==> config.mk <==
export PLATFORM = sky130hd
export DESIGN_NAME = rca_seq_flat
export DESIGN_NICKNAME = d
export VERILOG_FILES = /design/src/rtl/rca_seq_if.sv /design/src/rtl/rca_seq.sv /design/src/flat_wrapper.sv
export SDC_FILE = /design/constraint.sdc
export NUM_CORES = 1
export LEC_CHECK = 0
export CAP_MARGIN = 20
export CORE_MARGIN = 10
export CORE_UTILIZATION = 54
export DETAILED_ROUTE_END_ITERATION = 10
export PLACE_DENSITY = 0.83
export RECOVER_POWER = 100
export REMOVE_ABC_BUFFERS = 1
export SYNTH_ARGS = -nofsm -noshare
export SYNTH_HDL_FRONTEND = slang
export SYNTH_SLANG_ARGS = --single-unit
==> constraint.sdc <==
create_clock -name clk -period 8.4 [get_ports clk]
set_input_delay 1.68 -clock clk [delete_from_list [all_inputs] [get_ports clk]]
set_output_delay 1.68 -clock clk [all_outputs]
set_load 0.005 [all_outputs]
==> src/rtl/rca_seq_if.sv <==
// rca_seq_if: operand/result bundle for rca_seq
//   start, A, B, Cin : launch request and operands (driven by master)
//   sub              : subtract select, present only with RCA_SEQ_SUB_EN
//   busy, done       : slice processing flag and one-cycle completion pulse
//   Sum, Cout        : result and final carry-out registers
interface rca_seq_if #(
   parameter int N = 32
);
   logic         start;
   logic [N-1:0] A;
   logic [N-1:0] B;
   logic         Cin;
`ifdef RCA_SEQ_SUB_EN
   logic         sub;
`endif
   logic         busy;
   logic         done;
   logic [N-1:0] Sum;
   logic         Cout;

   modport master (
      output start, A, B, Cin,
`ifdef RCA_SEQ_SUB_EN
      output sub,
`endif
      input  busy, done, Sum, Cout
   );

   modport slave (
      input  start, A, B, Cin,
`ifdef RCA_SEQ_SUB_EN
      input  sub,
`endif
      output busy, done, Sum, Cout
   );
endinterface

==> src/rtl/rca_seq.sv <==
// rca_seq: multi-cycle ripple-carry adder, one W-bit slice per clock, LSB slice first
//   clk   : rising-edge clock
//   rst_n : asynchronous active-low reset
//   bus   : rca_seq_if slave (start/A/B/Cin in, busy/done/Sum/Cout out)
//   RCA_SEQ_SUB_EN : when defined, bus.sub selects A-B (B inverted, carry-in forced to 1)
module rca_seq #(
   parameter int N = 32,
   parameter int W = 8
) (
   input  logic     clk,
   input  logic     rst_n,
   rca_seq_if.slave bus
);
   localparam int K  = N / W;
   localparam int CW = (K > 1) ? $clog2(K) : 1;
   typedef enum logic [1:0] {IDLE, RUN, DONE} state_t;
   state_t        state, state_nx;
   logic [N-1:0]  a_q, b_q, sum_q, b_in;
   logic [CW-1:0] cnt;
   logic          carry, cout_q, c_in, accept, last;
   logic [W:0]    slice;
`ifdef RCA_SEQ_SUB_EN
   assign b_in = bus.sub ? ~bus.B : bus.B;
   assign c_in = bus.sub | bus.Cin;
`else
   assign b_in = bus.B;
   assign c_in = bus.Cin;
`endif
   // start is only honoured outside RUN so operands stay frozen mid-operation
   assign accept = bus.start && state != RUN;
   assign last   = cnt == CW'(K - 1);
   assign slice  = {1'b0, a_q[cnt*W +: W]} + {1'b0, b_q[cnt*W +: W]} + {{W{1'b0}}, carry};
   always_comb begin
      state_nx = state;
      case (state)
         IDLE:    state_nx = accept ? RUN : IDLE;
         RUN:     state_nx = last ? DONE : RUN;
         DONE:    state_nx = accept ? RUN : IDLE;
         default: state_nx = IDLE;
      endcase
   end
   always_ff @(posedge clk or negedge rst_n) begin
      if (!rst_n) begin
         state  <= IDLE;
         a_q    <= '0;
         b_q    <= '0;
         sum_q  <= '0;
         cout_q <= 1'b0;
         carry  <= 1'b0;
         cnt    <= '0;
      end else begin
         state <= state_nx;
         if (accept) begin
            a_q   <= bus.A;
            b_q   <= b_in;
            carry <= c_in;
            cnt   <= '0;
         end else if (state == RUN) begin
            sum_q[cnt*W +: W] <= slice[W-1:0];
            carry             <= slice[W];
            // counter parks on the last slice instead of wrapping
            if (last) cout_q <= slice[W];
            else cnt <= cnt + CW'(1);
         end
      end
   end
   assign bus.busy = state == RUN;
   assign bus.done = state == DONE;
   assign bus.Sum  = sum_q;
   assign bus.Cout = cout_q;
endmodule

==> src/flat_wrapper.sv <==
// flat-port wrapper written by rule: the top's interface ports become plain ports
module rca_seq_flat 
#(
   parameter int N = 32,
   parameter int W = 8
)
  (clk, rst_n, bus_start, bus_A, bus_B, bus_Cin, bus_busy, bus_done, bus_Sum, bus_Cout);
  rca_seq_if #(.N(N)) bus_i ();
  input  logic clk;
  input  logic rst_n;
  input wire logic [$bits(bus_i.start)-1:0] bus_start;
  input wire logic [$bits(bus_i.A)-1:0] bus_A;
  input wire logic [$bits(bus_i.B)-1:0] bus_B;
  input wire logic [$bits(bus_i.Cin)-1:0] bus_Cin;
  output wire logic [$bits(bus_i.busy)-1:0] bus_busy;
  output wire logic [$bits(bus_i.done)-1:0] bus_done;
  output wire logic [$bits(bus_i.Sum)-1:0] bus_Sum;
  output wire logic [$bits(bus_i.Cout)-1:0] bus_Cout;
  assign bus_i.start = bus_start;
  assign bus_i.A = bus_A;
  assign bus_i.B = bus_B;
  assign bus_i.Cin = bus_Cin;
  assign bus_busy = bus_i.busy;
  assign bus_done = bus_i.done;
  assign bus_Sum = bus_i.Sum;
  assign bus_Cout = bus_i.Cout;
  rca_seq #(.N(N), .W(W)) u_core (.clk(clk), .rst_n(rst_n), .bus(bus_i));
endmodule
After elaboration in Yosys (flattened, before gate mapping)
Index checks and enable logic that the tools add are counted.

storage, ports and cells
  flip-flop bits (word level) = 102
  input port bits = 68
  output and inout bits = 35
  logic and storage cells = 37

operators by class
  add/sub/neg operators = 4
  equal/unequal tests = 5
  shifts and indexed selects = 4
  muxes and demuxes = 9
  bitwise gates (word level) = 1
  reduce and logical (&&, ||, !) cells = 7

operators by type and width
  kind                                                    count
  variable part select 32 x 6 -> 8 bit                    2
  negator 5 -> 34 bit                                     1
  variable shift 8 x 34 -> 32 bit (first input constant)  1
  variable part select 8 x 34 -> 32 bit                   1
  bitwise mux 32 bit                                      1
  adder 8 x 8 -> 9 bit                                    1
  adder 9 x 1 -> 9 bit                                    1
  two-way mux 2 bit                                       4
  == test 2 bit (second input constant)                   2
  inequality test 2 x 1 -> 1 bit (second input constant)  2
  one-hot mux 2 bit (2 select lines)                      1
  AND reduction 2 bit                                     2
  two-way mux 1 bit                                       3
  AND reduction 3 bit                                     1
  adder 2 x 1 -> 2 bit (second input constant)            1
  == test 2 x 1 -> 1 bit (second input constant)          1
  zero test 2 bit                                         1
  nonzero test 2 bit                                      1
  OR reduction 2 bit                                      1
  logical AND 1 bit                                       1
  NOT 1 bit                                               1

Depth between registers and ports, before layout
Gate-level depths: netlist (run 1).

  depth after elaboration = 5
  depth in mapped cells = 10
  depth with buffers taken out = 8

Worst setup path after synthesis (run 1)
No wires, ideal clock.

  kind = register -> register
  start point = register u_core.cnt[1]
  end point = register u_core.sum_q[14] (netlist: u_core.bus.Sum[14])
  setup time = 0.121 ns
  arrival time = 2.885 ns
  required time = 8.279 ns
  slack = 5.394 ns
  cell stages (with the launch flop) = 11
  buffers on the path = 2
  period minus slack after synthesis = 3.006 ns
  path through = dfrtp_1 buf_2 buf_1 mux4_2 fa_1 fa_1 a21oi_1 o21ai_0 a21oi_1 xnor2_1 a22o_1

on the way
  word-level cells in the longest chain between the ends = 5
  elaborated cells between the ends (all ways) = 8
  those cells by class = add/sub (3); shift (4); mux (1)

RTL lines
  what                                   RTL line       RTL
  start: declaration                     rca_seq.sv:19  logic [CW-1:0] cnt;
  start signal: assignment               rca_seq.sv:63  else cnt <= cnt + CW'(1);
  variable part select 32 x 6 -> 8 bit   rca_seq.sv:32  assign slice = {1'b0, a_q[cnt*W +: W]} + {1'b0, b_q[cnt*W +: W]} + {{W{1'b0}}, carry};
  adder 8 x 8 -> 9 bit                   rca_seq.sv:32
  adder 9 x 1 -> 9 bit                   rca_seq.sv:32
  variable part select 8 x 34 -> 32 bit  rca_seq.sv:59  sum_q[cnt*W +: W] <= slice[W-1:0];
  bitwise mux 32 bit *                   rca_seq.sv:59
  end signal: indexed assignment         rca_seq.sv:59
  end: declaration                       rca_seq.sv:18  logic [N-1:0] a_q, b_q, sum_q, b_in;

Mark *: on every way between the ends. The rest lies on a longest branch, timed or not.
A chain may end at the register's enable or synchronous reset.

Worst setup path in the final report (run 1)
  start point = input bus_start
  end point = register u_core.b_q[15]

on the way
  word-level cells in the longest chain between the ends = 1

RTL lines
  what                    RTL line            RTL
  start: declaration      flat_wrapper.sv:11  input wire logic [$bits(bus_i.start)-1:0] bus_start;
  logical AND 1 bit       rca_seq.sv:30       assign accept = bus.start && state != RUN;
  end signal: assignment  rca_seq.sv:55       b_q <= b_in;
  end: declaration        rca_seq.sv:18

No other way between the ends.

==> results of run 1 <==
-- synth_stat cells (3+ instances only) --
| cell | instances | share of area [%] |
|---|---|---|
| nor2_1 | 6 | 0.49 |
| a22o_1 | 24 | 4.6 |
| o21ai_1 | 3 | 0.33 |
| dfrtp_1 | 102 | 55 |
| mux2_2 | 64 | 16 |
| nand2_1 | 12 | 0.98 |
| buf_2 | 9 | 0.98 |
| o21ai_0 | 8 | 0.87 |
| xnor2_1 | 3 | 0.57 |
| mux4_2 | 16 | 7.8 |
| inv_1 | 6 | 0.49 |
| a21oi_1 | 8 | 0.87 |
| ha_1 | 13 | 3.5 |
-- routing by layer --
metal	track usage (%)	part of all wire [%]	wire, µm	vias to the layer above
li1	-	-	-	1360
met4	4.82	1.4	140	0
met3	5.27	7.0	702	14
met2	26.3	49	4890	97
met5	0	0	0	-
met1	19.7	43	4270	1503
-- through the flow --
| step | hold WS (ns) | util (%) |
|---|---|---|
| 2_1_floorplan | 0.466 | - |
| 3_3_place_gp | 0.471 | 69.4 |
| 3_5_place_dp | 0.481 | 69.4 |
| 4_1_cts | 0.502 | 71.9 |
| 5_1_grt | 0.506 | 71.5 |
| 6_report | 0.494 | 71.5 |
-- critical path, stage by stage --
cell	delay, ns
dlygate4sd3_1	0.58
nand2_2	0.07
clkbuf_1	2.32
mux2_2	0.50
-- registers in the layout, summed over array words and instances, names as in the netlist --
| signal | count |
|---|---|
| u_core.a_q | 32 |
| u_core.b_q | 32 |
| u_core.bus.Sum | 32 |
| u_core.cnt | 2 |
| u_core.state | 2 |
| u_core.bus.Cout | 1 |
| u_core.carry | 1 |
-- area by class of cell --
type / count / share of cell area [%]
clock buffer: 9 / 2.10
sequential: 102 / 43.3
tap: 105 / 2.23
inverter: 7 / 0.466
multi-input combinational: 190 / 33.1
clock inverter: 7 / 1.38
timing repair buffer: 105 / 17.5
-- cells by family (layout without fill, tap and decap cells) --
family / count (synthesis) / in the layout / share of synthesized area (%)
flops: 102 / 102 / 55.3
compound gates: 54 / 54 / 8.75
buf+inv: 18 / 128 / 2.14
fa+ha+maj: 15 / 15 / 4.39
simple gates: 36 / 36 / 5.07
xor+xnor: 5 / 5 / 0.949
mux: 80 / 80 / 23.4
-- where the power goes --
part | switching (µW) | leakage [µW] | internal [µW]
Combinational | 668 | 0.00123 | 670
Clock | 176 | 0.0000997 | 142
Sequential | 147 | 0.00126 | 714
-- worst max path at each step --
stage | depth (start not counted) | to | start | slack [ns]
2_1_floorplan | 8 | u_core.bus.Sum[14] | u_core.cnt[0] | 5.04
5_1_grt | 4 | u_core.b_q[15] | bus_start | 3.16
4_1_cts | 9 | u_core.bus.Sum[30] | u_core.cnt[0] | 4.70
3_3_place_gp | 9 | u_core.bus.Sum[30] | u_core.cnt[0] | 4.91
6_report | 4 | u_core.b_q[15] | bus_start | 3.45
3_5_place_dp | 9 | u_core.bus.Sum[30] | u_core.cnt[0] | 4.72
==> key figures, run 1 <==
Floorplanning
  – Core outline area: 8260 µm²
  – Die height: 112 µm
  – Die width: 112 µm
  – Ports: 103
  – Initial core utilization: 55.9%
  – Die footprint: 12600 µm²
  – Row count: 33

Routing
  – DRT antenna net count: 0
  – Initial DRC count: 82
  – # DRC: 0
  – Via density: 5.66
  – First-pass DRT Iterations: 4
  – Wirelength per Cell: 19.0 µm
  – DR vias: 2974
  – Post-detailed-routing wire length: 10000 µm

Setup path
  – Maximum fanout along the worst path: 64
  – Worst setup SP type: primary input
  – CP required: 8.65 ns
  – Crit Path Category: in -> reg
  – Worst Reg2Reg Path Length in Cells: 9
  – CP Capture Type: flop
  – Flop2flop setup slack: 4.22 ns
  – Arrival time at the worst endpoint: 5.20 ns
  – Reg2reg start: u_core.cnt[0]
  – RR Endpoint: u_core.bus.Sum[30]

STA
  – Unrepaired setup endpoints after global routing: no
  – Fin crit share: 58.9%
  – Worst Tran Pin Value: 3.31 ns
  – Max-slew violations: 115
  – Max frequency: 0.202 GHz
  – Tmin final: 4.95 ns
  – Setup TNS: 0 ns
  – Final Setup Violations: 0
  – Final hold violations: 0
  – Final setup margin: 3.45 ns
  – Clock skew: 0.0111 ns
  – Relative max-transition margin: -121%

Clocking
  – Post-CTS Setup Bufs: 0
  – CTS tree: done
  – Clock tree buffer depth: 2
  – CTS root buf: clkbuf_8
  – Clk sinks: 102
  – Inserted Clock Buffers: 9
  – Skew-Pair Late Insertion Delay: 0.36 ns
  – Clock slew at reported path FFs: 0.10 ns
  – Hold-fix buffers, CTS: 0
  – CTS H-Tree Depth: 3
  – CTS resizes: 0

Placed design
  – Port-buffer cells: 102
  – GP Congestion: 0.801
  – Pre-CTS setup slack: 4.72 ns
  – Placed cell count: 509
  – Area after DPL: 5730 µm²
  – Post-DP HPWL: 7780 µm

Synthesis
  – Mean Syn Cell Area: 14.9 µm²
  – Number of flops mapped to enable cells by yosys: 0
  – Syn Std Cell Area: 4620 µm²
  – Synth unique cells: 40
  – Sequential-to-total area share from yosys stat: 55.3%
  – FF+latch count, synth: 102
  – Syn Inst Count: 310
  – Async SR Flop Fraction: 100%
  – Yosys warning total: 0
  – Top_reg_cell synth: dfrtp_1

Layout
  – Non-Filler Instances: 525
  – Commonest non-fill, non-tap cells in the layout: dfrtp_1 (102), clkdlybuf4s50_1 (66), mux2_2 (64)
  – Fillcell total: 575
  – Post-route cell area: 5900 µm²
  – # diodes: 0
  – Commonest non-fill, non-tap cell in the layout: dfrtp_1
  – Multi-input logic area: 1950 µm²
  – Reg area: 2550 µm²
  – Synthesis-to-layout area growth: 27.8%
  – Share of cells above drive strength 1: 26.0%
  – Final-stage net count: 498

GRT
  – Initial antenna violation count: 0
  – Vias in the first global route: 3319
  – First-pass GRT wire length: 16800 µm
  – Global route overflow: 0
  – Total track usage: 16.0%
  – Pin count of the biggest net entering global routing: 65

Worst hold path
  – Min-Delay Endpoint: u_core.bus.Sum[2]
  – Worst Hold Depth: 2
  – Hold Path Class: reg -> reg
  – Hold Path Origin: u_core.bus.Sum[2]

Power and ir drop
  – Pwr Total: 2520 µW
  – Pwr per Cell Area: 427 nW/µm²
  – Leak: 0.00260 µW
  – Worst vdd ir: 0.000204 V

Status
  – Status: complete, but fails checks
  – Failing checks: max-capacitance violations, max-slew violations

Run
  – Max-cap violations: 2
Note: power is estimated with default switching activity, not from simulation.
==> inputs of run 2 (changes only) <==
--- a/config.mk
+++ b/config.mk
@@ -7,9 +7,9 @@
 export LEC_CHECK = 0
 export CAP_MARGIN = 20
 export CORE_MARGIN = 10
-export CORE_UTILIZATION = 54
+export CORE_UTILIZATION = 46
 export DETAILED_ROUTE_END_ITERATION = 10
-export PLACE_DENSITY = 0.83
+export PLACE_DENSITY = 0.75
 export RECOVER_POWER = 100
 export REMOVE_ABC_BUFFERS = 1
 export SYNTH_ARGS = -nofsm -noshare
==> constraint.sdc (replaced) <==
create_clock -name clk -period 4.12 [get_ports clk]
set_input_delay 0.824 -clock clk [delete_from_list [all_inputs] [get_ports clk]]
set_output_delay 0.824 -clock clk [all_outputs]
set_load 0.005 [all_outputs]
==> key figures, run 2 (synthesized netlist as in run 1, its figures left out) <==
Setup path
  – CP required: 4.35 ns
  – Worst setup SP type: flop
  – RR Endpoint: u_core.bus.Sum[7]
  – CP Capture Type: flop
  – Crit Path Category: reg -> reg
  – Reg2reg start: u_core.cnt[0]
  – Worst Reg2Reg Path Length in Cells: 8
  – Maximum fanout along the worst path: 14
  – Flop2flop setup slack: 0.70 ns
  – Arrival time at the worst endpoint: 3.64 ns

Layout
  – # diodes: 0
  – Reg area: 2550 µm²
  – Multi-input logic area: 1930 µm²
  – Synthesis-to-layout area growth: 28.4%
  – Fillcell total: 794
  – Share of cells above drive strength 1: 25.8%
  – Final-stage net count: 500
  – Commonest non-fill, non-tap cells in the layout: dfrtp_1 (102), clkdlybuf4s50_1 (66), mux2_2 (64)
  – Commonest non-fill, non-tap cell in the layout: dfrtp_1

Power and ir drop
  – Pwr Total: 5120 µW
  – Leak: 0.00261 µW
  – Worst vdd ir: 0.000365 V
  – Pwr per Cell Area: 863 nW/µm²

Worst hold path
  – Min-Delay Endpoint: u_core.bus.Sum[2]
  – Worst Hold Depth: 2
  – Hold Path Class: reg -> reg
  – Hold Path Origin: u_core.bus.Sum[2]

STA
  – Fin crit share: 82.9%
  – Setup TNS: 0 ns
  – Final Setup Violations: 0
  – Unrepaired setup endpoints after global routing: no
  – Final hold violations: 0
  – Max-slew violations: 65
  – Worst Tran Pin Value: 1.56 ns
  – Tmin final: 3.42 ns
  – Max frequency: 0.293 GHz
  – Relative max-transition margin: -4.03%
  – Clock skew: 0.0102 ns

Floorplanning
  – Die height: 120 µm
  – Ports: 103
  – Core outline area: 9770 µm²
  – Die footprint: 14400 µm²
  – Row count: 36
  – Die width: 120 µm
  – Initial core utilization: 47.2%

Clocking
  – Clock slew at reported path FFs: 0.09 ns
  – CTS H-Tree Depth: 3
  – Post-CTS Setup Bufs: 0
  – Skew-Pair Late Insertion Delay: 0.36 ns
  – Hold-fix buffers, CTS: 0
  – Inserted Clock Buffers: 9
  – CTS root buf: clkbuf_8
  – CTS resizes: 0
  – CTS tree: done
  – Clock tree buffer depth: 2
  – Clk sinks: 102

Routing
  – Initial DRC count: 109
  – DR vias: 2963
  – Wirelength per Cell: 18.9 µm
  – Post-detailed-routing wire length: 10500 µm
  – First-pass DRT Iterations: 4
  – Via density: 5.34
  – # DRC: 0
  – DRT antenna net count: 0

GRT
  – Global route overflow: 0
  – Initial antenna violation count: 0
  – First-pass GRT wire length: 17000 µm
  – Vias in the first global route: 3250
  – Pin count of the biggest net entering global routing: 65
  – Total track usage: 14.7%

Placed design
  – GP Congestion: 0.869
  – Port-buffer cells: 102
  – Post-DP HPWL: 8120 µm

Status
  – Status: complete, but fails checks
  – Failing checks: max-capacitance violations, max-slew violations

Run
  – Max-cap violations: 1
run 2: changes by cell type in the layout (fill, tap and decap cells not counted), moves of 2 or more:
| cell | change |
|---|---|
| nor3_2 | -2 |
| inv_8 | -2 |
| buf_4 | +2 |
| nor3_1 | +2 |
run 2: through the flow:
step	cells	area [µm²]	worst slack [ns]	hold slack (ns)	util (%)
finish	555	5930	0.703	0.490	60.6
global route	555	5930	0.404	0.514	60.6
CTS	555	5980	0.825	0.355	61.2
detailed placement	539	5780	0.831	0.483	59.1
global placement	539	5780	0.999	0.471	59.1
floorplan	299	4560	0.764	0.466	-
run 2: worst max-delay path by stage:
stage | startpoint | endpoint | depth (start not counted)
final | u_core.cnt[0] | u_core.bus.Sum[7] | 8
after global routing | u_core.cnt[1] | u_core.bus.Sum[7] | 8
after CTS | u_core.cnt[0] | u_core.bus.Cout | 8
after detailed placement | u_core.cnt[0] | u_core.bus.Cout | 8
after global placement | u_core.cnt[0] | u_core.bus.Cout | 8
after floorplan | u_core.cnt[0] | u_core.bus.Sum[14] | 8
run 2: critical path: stages (launching register included):
cell	delay, ns
dfrtp_1	0.73
buf_4	0.38
mux4_2	0.56
ha_1	0.34
nand2_1	0.09
o31ai_1	0.42
nor2_1	0.10
a311oi_1	0.48
o21ai_0	0.17
run 2: final cells by class:
cell class / instances / share of cell area, %
multi-input cells: 190 / 32.6
inverters: 7 / 0.464
repair buffers: 107 / 17.6
clock inverters: 6 / 1.14
flip-flops and latches: 102 / 43.1
clock buffers: 10 / 2.32
well taps: 133 / 2.81
run 2: metal layers:
layer  global-route usage [%]  routed length, µm  up-vias
li1                         -                  -     1379
met2                     24.3               5120      100
met1                     18.1               4460     1470
met5                        0                  0        -
met3                     4.84                771       14
met4                     4.37                125        0
run 2: power by group:
part	switching (µW)	total, µW	internal, µW
sequential	282	1740	1460
clock	343	644	301
combinational	1380	2740	1350
